`config.mk`:
```
export PLATFORM = sky130hd
export DESIGN_NAME = vga_fb_arbiter
export DESIGN_NICKNAME = d
export VERILOG_FILES = /design/src/rtl/vga_fb_arb_pkg.sv /design/src/rtl/vga_fb_pix_pipe.sv /design/src/rtl/vga_fb_arbiter.sv
export SDC_FILE = /design/constraint.sdc
export NUM_CORES = 1
export LEC_CHECK = 0
export CORE_AREA = 2 2 95 74
export DETAILED_ROUTE_END_ITERATION = 10
export DIE_AREA = 0 0 97 76
export PLACE_DENSITY = 0.81
export SYNTH_ARGS = -nofsm -noshare
export SYNTH_HDL_FRONTEND = slang
export SYNTH_SLANG_ARGS = --single-unit
```
`constraint.sdc`:
```
create_clock -name clk -period 7.55 [get_ports clk]
set_input_delay 2.265 -clock clk [delete_from_list [all_inputs] [get_ports clk]]
set_output_delay 2.265 -clock clk [all_outputs]
set_load 0.05 [all_outputs]
```
`src/rtl/vga_fb_arb_pkg.sv`:
```
// Shared geometry, widths and slot types for the VGA framebuffer arbiter.
package vga_fb_arb_pkg;

    localparam int unsigned H_ACTIVE       = 800;
    localparam int unsigned V_ACTIVE       = 600;
    localparam int unsigned PIX_W          = 8;
    localparam int unsigned WORD_W         = 2 * PIX_W;
    localparam int unsigned ADDR_W         = 18;
    localparam int unsigned COORD_W        = 11;
    localparam int unsigned WORDS_PER_LINE = H_ACTIVE / 2;
    localparam int unsigned FB_WORDS       = WORDS_PER_LINE * V_ACTIVE;

    typedef enum logic [1:0] {
        SLOT_IDLE = 2'd0,
        SLOT_DISP = 2'd1,
        SLOT_HOST = 2'd2
    } slot_e;

    // First word of a line: row*400 = (row<<8) + (row<<7) + (row<<4).
    function automatic logic [ADDR_W-1:0] line_base(input logic [COORD_W-1:0] row);
        logic [ADDR_W-1:0] r;
        r = ADDR_W'(row);
        return (r << 8) + (r << 7) + (r << 4);
    endfunction

endpackage

```
`src/rtl/vga_fb_pix_pipe.sv`:
```
// Two-stage alignment of data enable, syncs and column parity to the RAM
// read latency, with even/odd byte selection of the fetched pixel word.
module vga_fb_pix_pipe
    import vga_fb_arb_pkg::*;
(
    input  logic              clk,
    input  logic              rst_n,
    input  logic              de_i,
    input  logic              hsync_i,
    input  logic              vsync_i,
    input  logic              odd_i,
    input  logic [WORD_W-1:0] rdata_i,
    output logic [PIX_W-1:0]  pix_o,
    output logic              de_o,
    output logic              hsync_o,
    output logic              vsync_o
);

    logic              de1_q, hs1_q, vs1_q, odd1_q;
    logic              de2_q, hs2_q, vs2_q;
    logic [WORD_W-1:0] word_q, word_d;
    logic [PIX_W-1:0]  pix_q, pix_d;

    // Even column shows the fresh low byte and keeps the word for its odd partner.
    always_comb begin
        word_d = word_q;
        pix_d  = '0;
        if (de1_q) begin
            if (odd1_q) begin
                pix_d = word_q[WORD_W-1:PIX_W];
            end else begin
                pix_d  = rdata_i[PIX_W-1:0];
                word_d = rdata_i;
            end
        end
    end

    always_ff @(posedge clk or negedge rst_n) begin
        if (!rst_n) begin
            de1_q  <= 1'b0;
            hs1_q  <= 1'b1;
            vs1_q  <= 1'b1;
            odd1_q <= 1'b0;
            de2_q  <= 1'b0;
            hs2_q  <= 1'b1;
            vs2_q  <= 1'b1;
            word_q <= '0;
            pix_q  <= '0;
        end else begin
            de1_q  <= de_i;
            hs1_q  <= hsync_i;
            vs1_q  <= vsync_i;
            odd1_q <= odd_i;
            de2_q  <= de1_q;
            hs2_q  <= hs1_q;
            vs2_q  <= vs1_q;
            word_q <= word_d;
            pix_q  <= pix_d;
        end
    end

    assign pix_o   = pix_q;
    assign de_o    = de2_q;
    assign hsync_o = hs2_q;
    assign vsync_o = vs2_q;

endmodule

```
`src/rtl/vga_fb_arbiter.sv`:
```
// Time-slot arbiter sharing one pixel RAM between the display scan and a host.
// Optional host read path: define VGA_FB_ARB_HOST_READ_EN.
module vga_fb_arbiter
    import vga_fb_arb_pkg::*;
(
    input  logic               clk,
    input  logic               rst_n,
    input  logic               disp_ready,
    input  logic [COORD_W-1:0] disp_col,
    input  logic [COORD_W-1:0] disp_row,
    input  logic               disp_hsync,
    input  logic               disp_vsync,
    input  logic               host_req,
    input  logic               host_we,
    input  logic [ADDR_W-1:0]  host_addr,
    input  logic [WORD_W-1:0]  host_wdata,
    output logic               host_ack,
    output logic [WORD_W-1:0]  host_rdata,
    output logic               host_rvalid,
    output logic               mem_en,
    output logic               mem_we,
    output logic [ADDR_W-1:0]  mem_addr,
    output logic [WORD_W-1:0]  mem_wdata,
    input  logic [WORD_W-1:0]  mem_rdata,
    output logic [PIX_W-1:0]   vga_pix,
    output logic               vga_de,
    output logic               vga_hsync,
    output logic               vga_vsync
);

    slot_e slot_c;
    logic  disp_active;
    logic  host_in_range;
    logic  host_wr;

    assign disp_active   = disp_ready
                         && (disp_col < COORD_W'(H_ACTIVE))
                         && (disp_row < COORD_W'(V_ACTIVE));
    assign host_in_range = host_addr < ADDR_W'(FB_WORDS);

`ifdef VGA_FB_ARB_HOST_READ_EN
    assign host_wr = host_we;
`else
    logic unused_host_we;
    assign unused_host_we = host_we;
    assign host_wr        = 1'b1;
`endif

    // Display owns even active columns; every other cycle is free for the host.
    always_comb begin
        slot_c    = SLOT_IDLE;
        host_ack  = 1'b0;
        mem_en    = 1'b0;
        mem_we    = 1'b0;
        mem_addr  = '0;
        mem_wdata = '0;
        if (rst_n) begin
            if (disp_active && !disp_col[0]) begin
                slot_c = SLOT_DISP;
            end else if (host_req) begin
                slot_c = SLOT_HOST;
            end
        end
        case (slot_c)
            SLOT_DISP: begin
                mem_en   = 1'b1;
                mem_addr = line_base(disp_row) + ADDR_W'(disp_col[COORD_W-1:1]);
            end
            SLOT_HOST: begin
                host_ack  = 1'b1;
                mem_en    = host_in_range;
                mem_we    = host_in_range && host_wr;
                mem_addr  = host_addr;
                mem_wdata = host_wdata;
            end
            default: ;
        endcase
    end

`ifdef VGA_FB_ARB_HOST_READ_EN
    logic              rd_pend_q, rd_pend_d;
    logic              rd_oob_q, rd_oob_d;
    logic              rvalid_q;
    logic [WORD_W-1:0] rdata_q;

    assign rd_pend_d = (slot_c == SLOT_HOST) && !host_wr;
    assign rd_oob_d  = !host_in_range;

    // RAM data lands one cycle after the strobe; out-of-range reads return zero.
    always_ff @(posedge clk or negedge rst_n) begin
        if (!rst_n) begin
            rd_pend_q <= 1'b0;
            rd_oob_q  <= 1'b0;
            rvalid_q  <= 1'b0;
            rdata_q   <= '0;
        end else begin
            rd_pend_q <= rd_pend_d;
            rd_oob_q  <= rd_oob_d;
            rvalid_q  <= rd_pend_q;
            if (rd_pend_q) begin
                rdata_q <= rd_oob_q ? '0 : mem_rdata;
            end
        end
    end

    assign host_rvalid = rvalid_q;
    assign host_rdata  = rdata_q;
`else
    assign host_rvalid = 1'b0;
    assign host_rdata  = '0;
`endif

    vga_fb_pix_pipe u_pix_pipe (
        .clk     (clk),
        .rst_n   (rst_n),
        .de_i    (disp_active),
        .hsync_i (disp_hsync),
        .vsync_i (disp_vsync),
        .odd_i   (disp_col[0]),
        .rdata_i (mem_rdata),
        .pix_o   (vga_pix),
        .de_o    (vga_de),
        .hsync_o (vga_hsync),
        .vsync_o (vga_vsync)
    );

endmodule

```
==> metrics.md, run 1 <==
| Metric | Value |
|---|---|
| Root buffer cell | `clkbuf_8` |
| CP cell instances | `clkdlybuf4s15_1 > inv_2 > fa_1 > fa_1 > inv_2 > ha_4 > a211o_1 > a211oi_2 > o21bai_2 > o31ai_2 > mux2i_1 > a221o_1 > buf_12` |
| Largest net degree at the start of global routing | `31` |
| Inserted Diodes | `0` |
| Leak Pwr | `2.08 nW` |
| Detailed-route DRC error count | `0` |
| Crit path capture type | `primary output` |
| Tot Pwr | `0.614 mW` |
| Number of port buffers | `roughly 130` |
| Final wirelength | `8220 um` |
| ANT nets after route | `0` |
| Hold/Removal Path Class | `reg -> reg` |
| Core Util, Final | `0.702` |
| Final critical-path share of the clock period | `0.996` |
| Number of flops mapped to enable cells by yosys | `0` |
| Synth cell types | `41` |
| First-pass GRT wire length | `12500 um` |
| FMAX | `roughly 130 MHz` |
| Fin crit period | `7.52 ns` |
| Slew @ Worst Pin | `0.761 ns` |
| Synth Register Bits | `23` |
| Core ar. | `0.00654 mm2` |
| Die Y | `76 um` |
| Worst-path clk slew | `0.08 ns` |
| Async S/R FF share, synth | `1.00` |
| Clk_lat worst skew | `0.26 ns` |
| CP max stage delay | `0.56 ns` |
| Total CTS buffers | `3` |
| Overflow after GRT | `0` |
| # placed instances | `about 490` |
| GRT Util Overall | `0.208` |
| GP Congestion | `0.836` |
| Worst vdd ir | `0.0000961 V` |
| Worst path arrival time | `5.25 ns` |
| Drt pass-1 iters | `4` |
| RSZ-0062 raised after global routing | `yes` |
| CP Launch Type | `input pin` |
| Synthesis Warnings | `0` |
| Via count of the first global-routing pass | `2569` |
| Die ar. | `0.00737 mm2` |
| Clock buffer depth | `2` |
| Clk sink count | `23` |
| Max Fanout on Critical Path | `4` |
| Synth Area per Inst | `9.39 um2` |
| Via count of the routed design | `roughly 2400` |
| Setup slack after placement | `-0.462 ns` |
| Final slew viol count | `0` |
| Final nets | `539` |
| Sequential share of the synthesized area | `0.236` |
| Layout cells sized above 1 | `0.309` |
| WS Path Type | `in -> out` |
| DR vias/cell | `4.87` |
| Cells after Synth | `262` |
| CTS H-Tree Depth | `1` |
| Wire per inst | `16.5 um` |
| Predominant post-synthesis flop cell | `dfrtp_1` |
| IO Pins | `144` |
| P&R area growth vs syn | `86.4%` |
| Cell Rows | `26` |
| Post-route setup TNS | `0 ns` |
| DR iter-0 viols | `between 80 and 90` |
| Status | `complete, no violations` |
| Buf/Inv on CP | `4` |
| Initial Util | `0.376` |
| Initial antenna violation count | `0` |
| Pwr dens | `134 mW/mm2` |
| Data required, critical path | `5.29 ns` |
| Hold buffers post-CTS | `0` |
| Critical path's top delay family | `adder cells` |
| Non-filler instance count after layout | `approximately 500` |
| Final setup vio count | `0` |
| Final WS setup | `between 0.03 and 0.04 ns` |
| Max-cap violations | `0` |
| Slowest-stage cell, CP | `fa_1` |
| CTS tree | `done` |
| Fin Clk Skew | `0.000862 ns` |
| Hold violation count in the final report | `0` |
| Synthesized area | `0.00246 mm2` |
| Hpwl dp | `6510 um` |
| Slew headroom | `0.492` |
| Horiz. Die Dim | `just under 100 um` |
[Yosys cell counts (2+ instances only)]
cell type  instances  area share
mux2_2             8       0.037
a22o_1             4       0.014
o21ai_0            7       0.014
and2_1            17       0.043
nand3b_1           2      0.0061
inv_1             30       0.046
a21oi_1            8       0.016
clkbuf_1           7       0.011
nor2_1            15       0.023
dfstp_2            4       0.043
buf_4             17       0.052
xor2_1             3       0.011
mux2i_1           10       0.041
fa_1              11       0.089
a21o_1             3      0.0092
a22oi_1           12       0.037
a211o_1            2      0.0071
nand2b_1           3      0.0076
a211oi_1           2      0.0061
nand2_1            6      0.0092
o21a_1             3      0.0092
dfrtp_1           19        0.19
nor2b_1           13       0.033
xnor2_1            6       0.021
ha_1              34        0.17
[final timing paths]
check	startpoint	endpoint	slack [ns]	cells past startpoint
setup / recovery	disp_col[10]	mem_addr[16]	0.03	13
hold / removal	u_pix_pipe.vs1_q	u_pix_pipe.vsync_o	0.36	0
setup reg to reg	u_pix_pipe.odd1_q	u_pix_pipe.word_q[13]	5.79	2
hold reg to reg	u_pix_pipe.vs1_q	u_pix_pipe.vsync_o	0.36	0
max in group asynchronous	rst_n	u_pix_pipe.vs1_q	4.65	2
min in group asynchronous	rst_n	u_pix_pipe.odd1_q	2.28	1
[per-layer routing]
metal  wire [um]  GRT usage
met1        3280      0.252
met2        4520      0.403
met3         316     0.0239
met4          99     0.0296
met5           0          0
[sequential cells by signal (all words and copies together) (netlist names)]
| register | count |
|---|---|
| u_pix_pipe.hsync_o | 1 |
| u_pix_pipe.vsync_o | 1 |
| u_pix_pipe.odd1_q | 1 |
| u_pix_pipe.de1_q | 1 |
| u_pix_pipe.de_o | 1 |
| u_pix_pipe.vs1_q | 1 |
| u_pix_pipe.hs1_q | 1 |
| u_pix_pipe.pix_o | 8 |
| u_pix_pipe.word_q | 8 |
[final cells by class]
class | count | area [um2]
clock buffer | 3 | 41.3
clock inverter | 1 | 5.00
fill | 452 | 1950
inverter | 30 | 118
multi-input combinational | 200 | 1870
sequential | 23 | 581
tap | 84 | 105
timing repair buffer | 157 | 1870
[placed cells by master, fill, tap and decap left out, types with 3 or more instances in the layout]
cell             netlist  routed
mux2_2                 8       8
dfrtp_1               19      19
nor2b_1               13      13
conb_1                 1      17
clkdlybuf4s50_1        0      75
xnor2_1                6       6
inv_1                 30      18
nand2_1                6       5
o21ai_0                7       5
buf_12                 0      37
nor2_1                15      15
inv_2                  0      11
a21oi_1                8       5
xor2_1                 3       3
a21o_1                 3       3
mux2i_1               10      10
a22oi_1               12      12
fa_1                  11      10
buf_6                  0       3
dlygate4sd2_1          0       3
dfstp_2                4       4
dlymetal6s2s_1         0       3
a22o_1                 4       4
nand2b_1               3       3
buf_4                 17      32
ha_4                   0      12
and2_1                17      17
o21a_1                 3       3
clkbuf_8               0       3
ha_1                  34      21
[per-stage QoR]
stage | cell area, um2 | hold WS [ns]
floorplan | 2520 | 0.345
global placement | 4290 | 0.346
global route | 4590 | 0.368
CTS | 4480 | 0.358
detailed placement | 4290 | 0.347
finish | 4590 | 0.358
[power by group]
group	internal, mW	switching (mW)
combinational	0.198	0.194
sequential	0.138	0.00817
clock	0.0368	0.0385
total	0.373	0.241
[cells by family after synthesis]
group | count (synthesis) | synth area share
fa+ha+maj | 45 | 0.262
buf+inv | 55 | 0.110
xor+xnor | 9 | 0.0320
simple gates | 62 | 0.138
compound gates | 49 | 0.143
flops | 23 | 0.236
mux | 18 | 0.0773
other cells | 1 | 0.00152
[repair_timing]
item	CTS	global route
gates cloned	0	0
gates resized for setup	54	22
endpoints found under the setup margin	7	5
buffers inserted	5	1
pin swaps	13	18
Note: power is estimated with default switching activity, not from simulation.
==> run 2, diff against run 1 <==
--- a/config.mk
+++ b/config.mk
@@ -12,3 +12,4 @@
 export SYNTH_ARGS = -nofsm -noshare
 export SYNTH_HDL_FRONTEND = slang
 export SYNTH_SLANG_ARGS = --single-unit
+export TNS_END_PERCENT = 20
==> constraint.sdc (replaced) <==
create_clock -name clk -period 7.55 [get_ports clk]
set_input_delay 2.265 -clock clk [delete_from_list [all_inputs] [get_ports clk]]
set_output_delay 2.265 -clock clk [all_outputs]
set_load 0.02 [all_outputs]
==> metrics.md, run 2 (synthesized netlist as in run 1, its figures left out) <==
| Metric | Value |
|---|---|
| Hpwl dp | `6020 um` |
| Pwr dens | `132 mW/mm2` |
| Post-route setup TNS | `0 ns` |
| Cell Rows | `26` |
| Clk sink count | `23` |
| Fin crit period | `7.54 ns` |
| Seq pwr share | `0.263` |
| Clk_lat worst skew | `around 0.26 ns` |
| Total CTS buffers | `3` |
| RSZ-0062 raised after global routing | `yes` |
| Clock network fraction of total power | `0.135` |
| Worst vdd ir | `between 0.00008 and 0.00009 V` |
| Largest net degree at the start of global routing | `31` |
| P&R area growth vs syn | `71.7%` |
| Final slew viol count | `0` |
| Max Fanout on Critical Path | `2` |
| Core Util, Final | `0.646` |
| Internal power | `around 0.36 mW` |
| Most frequent cells in the layout | `84 x clkdlybuf4s50_1, 44 x buf_4, 30 x ha_1, 26 x dlymetal6s2s_1, 25 x inv_1` |
| Drt pass-1 iters | `4` |
| Initial Util | `0.376` |
| Switching share of power | `0.354` |
| Die ar. | `0.00737 mm2` |
| Root buffer cell | `clkbuf_8` |
| Number of port buffers | `125` |
| FMAX | `133 MHz` |
| IO Pins | `144` |
| Detailed-route DRC error count | `0` |
| Slew headroom | `0.514` |
| Crit path capture type | `primary output` |
| Overflow after GRT | `0` |
| Wire per inst | `about 14 um` |
| Hold/Removal Path Class | `reg -> reg` |
| Comb pwr share | `0.602` |
| DR vias/cell | `4.71` |
| Worst path arrival time | `5.27 ns` |
| Die Y | `76 um` |
| Max-cap violations | `0` |
| Status | `complete, no violations` |
| Commonest non-fill, non-tap cell in the layout | `clkdlybuf4s50_1` |
| Inserted Diodes | `0` |
| Worst-path clk slew | `approximately 0.08 ns` |
| CP Launch Type | `input pin` |
| CTS H-Tree Depth | `1` |
| Final wirelength | `7340 um` |
| Final setup vio count | `0` |
| Data required, critical path | `about 5.3 ns` |
| Via count of the routed design | `approximately 2400` |
| Sw power | `around 0.2 mW` |
| Core ar. | `0.00654 mm2` |
| Clock buffer depth | `2` |
| Leak Pwr | `around 2.4 nW` |
| Final critical-path share of the clock period | `0.998` |
| Fin Clk Skew | `0.00316 ns` |
| Horiz. Die Dim | `97 um` |
| Initial antenna violation count | `0` |
| Via count of the first global-routing pass | `2455` |
| ANT nets after route | `0` |
| DR iter-0 viols | `46` |
| CTS tree | `done` |
| Hold buffers post-CTS | `0` |
| WHS | `roughly 0.36 ns` |
| First-pass GRT wire length | `approximately 12000 um` |
| GP Congestion | `0.788` |
| WS Path Type | `in -> out` |
| Final nets | `551` |
| GRT Util Overall | `0.186` |
| Slew @ Worst Pin | `~0.73 ns` |
| Hold violation count in the final report | `0` |
| Layout cells sized above 1 | `0.214` |
## run 2: changes by cell type in the layout (fill, tap and decap cells not counted), sizes merged
cell / delta
dlymetal6s2s: +23
clkdlybuf4s15: +2
buf: -25
clkbuf: +3
clkdlybuf4s50: +9
clkinv: -1
dlygate4sd2: +1
## run 2: worst max-delay path, stage by stage
cell and delay (ns):
dlygate4sd2_1 0.24, inv_1 0.07, fa_1 0.42, inv_1 0.08, fa_1 0.42, ha_1 0.30, a211o_1 0.34, a211oi_2 0.25
o21bai_1 0.13, o31ai_2 0.25, mux2i_1 0.10, a221o_1 0.28, buf_6 0.14
## run 2: power groups by stage
stage	Combinational (mW)	Sequential, mW	Clock, mW
3_3_place_gp	0.298	0.147	0
2_1_floorplan	0.172	0.147	0
6_report	0.336	0.146	0.0752
5_1_grt	0.366	0.148	0.0804
4_1_cts	0.330	0.146	0.0757
3_5_place_dp	0.308	0.149	0
## run 2: area by class of cell
type	instances	area, um2
clock buffer	4	45.0
inverter	30	113
fill	522	2310
sequential	23	581
timing repair buffer	169	1630
multi-input combinational	200	1750
tap	84	105
## run 2: metal layers
metal,vias up,track usage,share of wire
li1,1181,-,-
met1,1123,0.242,0.43
met2,92,0.330,0.50
met3,6,0.0349,0.064
met4,0,0.0268,0.0065
met5,-,0,0
## run 2: worst paths after layout
check	from	end	slack, ns	depth (start not counted)
worst max-delay path	disp_col[8]	mem_addr[16]	0.01	13
worst min-delay path	u_pix_pipe.hs1_q	u_pix_pipe.hsync_o	0.36	0
worst max register to register	u_pix_pipe.odd1_q	u_pix_pipe.word_q[11]	5.82	2
worst min register to register	u_pix_pipe.hs1_q	u_pix_pipe.hsync_o	0.36	0
max in group asynchronous	rst_n	u_pix_pipe.vs1_q	4.88	2
min in group asynchronous	rst_n	u_pix_pipe.pix_o[7]	2.39	2
## run 2: stage by stage
step	total power [mW]	instances	setup WS [ns]	instance area, um2
floorplan	0.319	278	0.365	2520
global placement	0.445	504	-0.706	4040
detailed placement	0.457	504	-0.756	4040
CTS	0.552	510	-0.00834	4140
global route	0.594	510	-0.203	4230
finish	0.557	510	0.0130	4230
## run 2: repair_timing
action,in CTS,in global routing
resized for setup,55,39
endpoints found under the hold margin,0,0
setup buffers,2,0
pin swaps,16,4
cloned,0,0
setup endpoints to repair,19,36
==> run 3, diff against run 2 <==
--- a/config.mk
+++ b/config.mk
@@ -6,9 +6,11 @@
 export NUM_CORES = 1
 export LEC_CHECK = 0
 export CORE_AREA = 2 2 95 74
+export CTS_CLUSTER_SIZE = 8
 export DETAILED_ROUTE_END_ITERATION = 10
 export DIE_AREA = 0 0 97 76
-export PLACE_DENSITY = 0.81
+export GPL_ROUTABILITY_DRIVEN = 0
+export PLACE_DENSITY = 0.8
 export SYNTH_ARGS = -nofsm -noshare
 export SYNTH_HDL_FRONTEND = slang
 export SYNTH_SLANG_ARGS = --single-unit
==> metrics.md, run 3 (synthesized netlist as in run 1, its figures left out) <==
| Metric | Value |
|---|---|
| Final setup vio count | `0` |
| Leak Pwr | `approximately 2.3 nW` |
| Fin crit period | `7.50 ns` |
| IO Pins | `about 140` |
| Initial Util | `0.376` |
| Status | `complete, no violations` |
| P&R area growth vs syn | `73.6%` |
| Layout cells sized above 1 | `0.241` |
| CP Launch Type | `input pin` |
| Overflow after GRT | `0` |
| Fin Clk Skew | `0.00414 ns` |
| Hold/Removal Path Class | `reg -> reg` |
| Critical path's top delay family | `adder cells` |
| Initial antenna violation count | `0` |
| Inserted Diodes | `0` |
| Pwr dens | `130 mW/mm2` |
| Number of port buffers | `125` |
| Die Y | `76 um` |
| Hold buffers post-CTS | `0` |
| Via count of the first global-routing pass | `2577` |
| Root buffer cell | `clkbuf_8` |
| Worst-path clk slew | `0.08 ns` |
| Crit path capture type | `primary output` |
| Final slew viol count | `0` |
| CTS H-Tree Depth | `1` |
| Final nets | `548` |
| Max-cap violations | `0` |
| Crit. path cell count | `13` |
| Data required, critical path | `between 5 and 6 ns` |
| CP max stage delay | `approximately 0.57 ns` |
| Slew @ Worst Pin | `0.732 ns` |
| Largest net degree at the start of global routing | `31` |
| Placed Area | `0.00401 mm2` |
| Hold Path Depth | `0` |
| Hpwl dp | `slightly below 6000 um` |
| FILL cells | `just over 500` |
| CTS tree | `done` |
| Clk sink count | `23` |
| Most used cell, CP | `fa_1` |
| Detailed-route DRC error count | `0` |
| Via count of the routed design | `roughly 2400` |
| Post-route cell area | `0.00427 mm2` |
| Clk_lat worst skew | `0.26 ns` |
| Slowest-stage cell, CP | `fa_1` |
| First-pass GRT wire length | `about 11000 um` |
| Worst vdd ir | `0.0000678 V` |
| Max Fanout on Critical Path | `2` |
| Buf/Inv on CP | `4` |
| Total CTS buffers | `3` |
| Most frequent cells in the layout | `76 x clkdlybuf4s50_1, 42 x buf_4, 23 x dlymetal6s2s_1, 22 x ha_1` |
| Core ar. | `0.00654 mm2` |
| Register-to-Register Path Depth | `2` |
| WHS | `0.358 ns` |
| DR vias/cell | `4.75` |
| Worst path arrival time | `5.23 ns` |
| CP cell instances | `buf_8 > inv_6 > fa_1 > inv_2 > fa_1 > ha_4 > a211o_1 > a211oi_2 > o21bai_2 > o31ai_2 > mux2i_1 > a221o_1 > buf_6` |
| Wire per inst | `14.1 um` |
| GRT Util Overall | `0.183` |
| Final critical-path share of the clock period | `0.993` |
| Hold violation count in the final report | `0` |
| Clock buffer depth | `2` |
| Commonest non-fill, non-tap cell in the layout | `clkdlybuf4s50_1` |
| Final wirelength | `7150 um` |
| Post-route setup TNS | `0 ns` |
| Die ar. | `~0.0074 mm2` |
| DR iter-0 viols | `between 40 and 50` |
| FMAX | `133 MHz` |
| Slew headroom | `0.511` |
| WS Path Type | `in -> out` |
| Horiz. Die Dim | `about 97 um` |
| Cell Rows | `26` |
| ANT nets after route | `0` |
| Drt pass-1 iters | `4` |
## run 3: where the power goes
group,internal [mW],switching [mW]
combinational,0.182,0.152
clock,0.0368,0.0371
sequential,0.138,0.00813
## run 3: worst register-to-register path, stage by stage, from the launching register on
cell and delay, ns:
dfrtp_1 0.55, nor2b_1 0.66, mux2_2 0.42
## run 3: per-layer routing
metal	vias to the layer above	part of all wire	track usage
li1	1175	-	-
met2	81	0.53	0.357
met1	1151	0.42	0.214
met4	0	0.0018	0.0197
met3	2	0.052	0.0349
met5	-	0	0
## run 3: area by class of cell
class                      count  area (um2)  share of cell area
inverter                      30         118              0.0275
tap                           84         105              0.0246
timing repair buffer         166        1580               0.371
multi-input combinational    200        1840               0.431
clock inverter                 1        5.00             0.00117
clock buffer                   3        41.3             0.00967
sequential                    23         581               0.136
## run 3: final timing paths
kind / end / slack (ns) / from
setup / recovery: mem_addr[16] / 0.05 / disp_row[1]
hold / removal: u_pix_pipe.hsync_o / 0.36 / u_pix_pipe.hs1_q
setup reg to reg: u_pix_pipe.word_q[14] / 5.82 / u_pix_pipe.odd1_q
max in group asynchronous: u_pix_pipe.vs1_q / 4.75 / rst_n
hold reg to reg: u_pix_pipe.hsync_o / 0.36 / u_pix_pipe.hs1_q
min in group asynchronous: u_pix_pipe.de1_q / 2.22 / rst_n
## run 3: through the flow
step	utilization	worst slack (ns)	total power [mW]	std cells
5_1_grt	0.653	-0.0358	0.598	507
2_1_floorplan	-	0.365	0.319	278
3_3_place_gp	0.614	-0.773	0.436	501
4_1_cts	0.633	-0.0672	0.543	507
6_report	0.653	0.0521	0.554	507
3_5_place_dp	0.614	-0.796	0.446	501
## run 3: repair_timing
item / in CTS / in global routing
setup buffers: 2 / 0
gates resized for setup: 70 / 54
endpoints found under the setup margin: 36 / 26
pin swaps: 20 / 21
cloned: 0 / 0
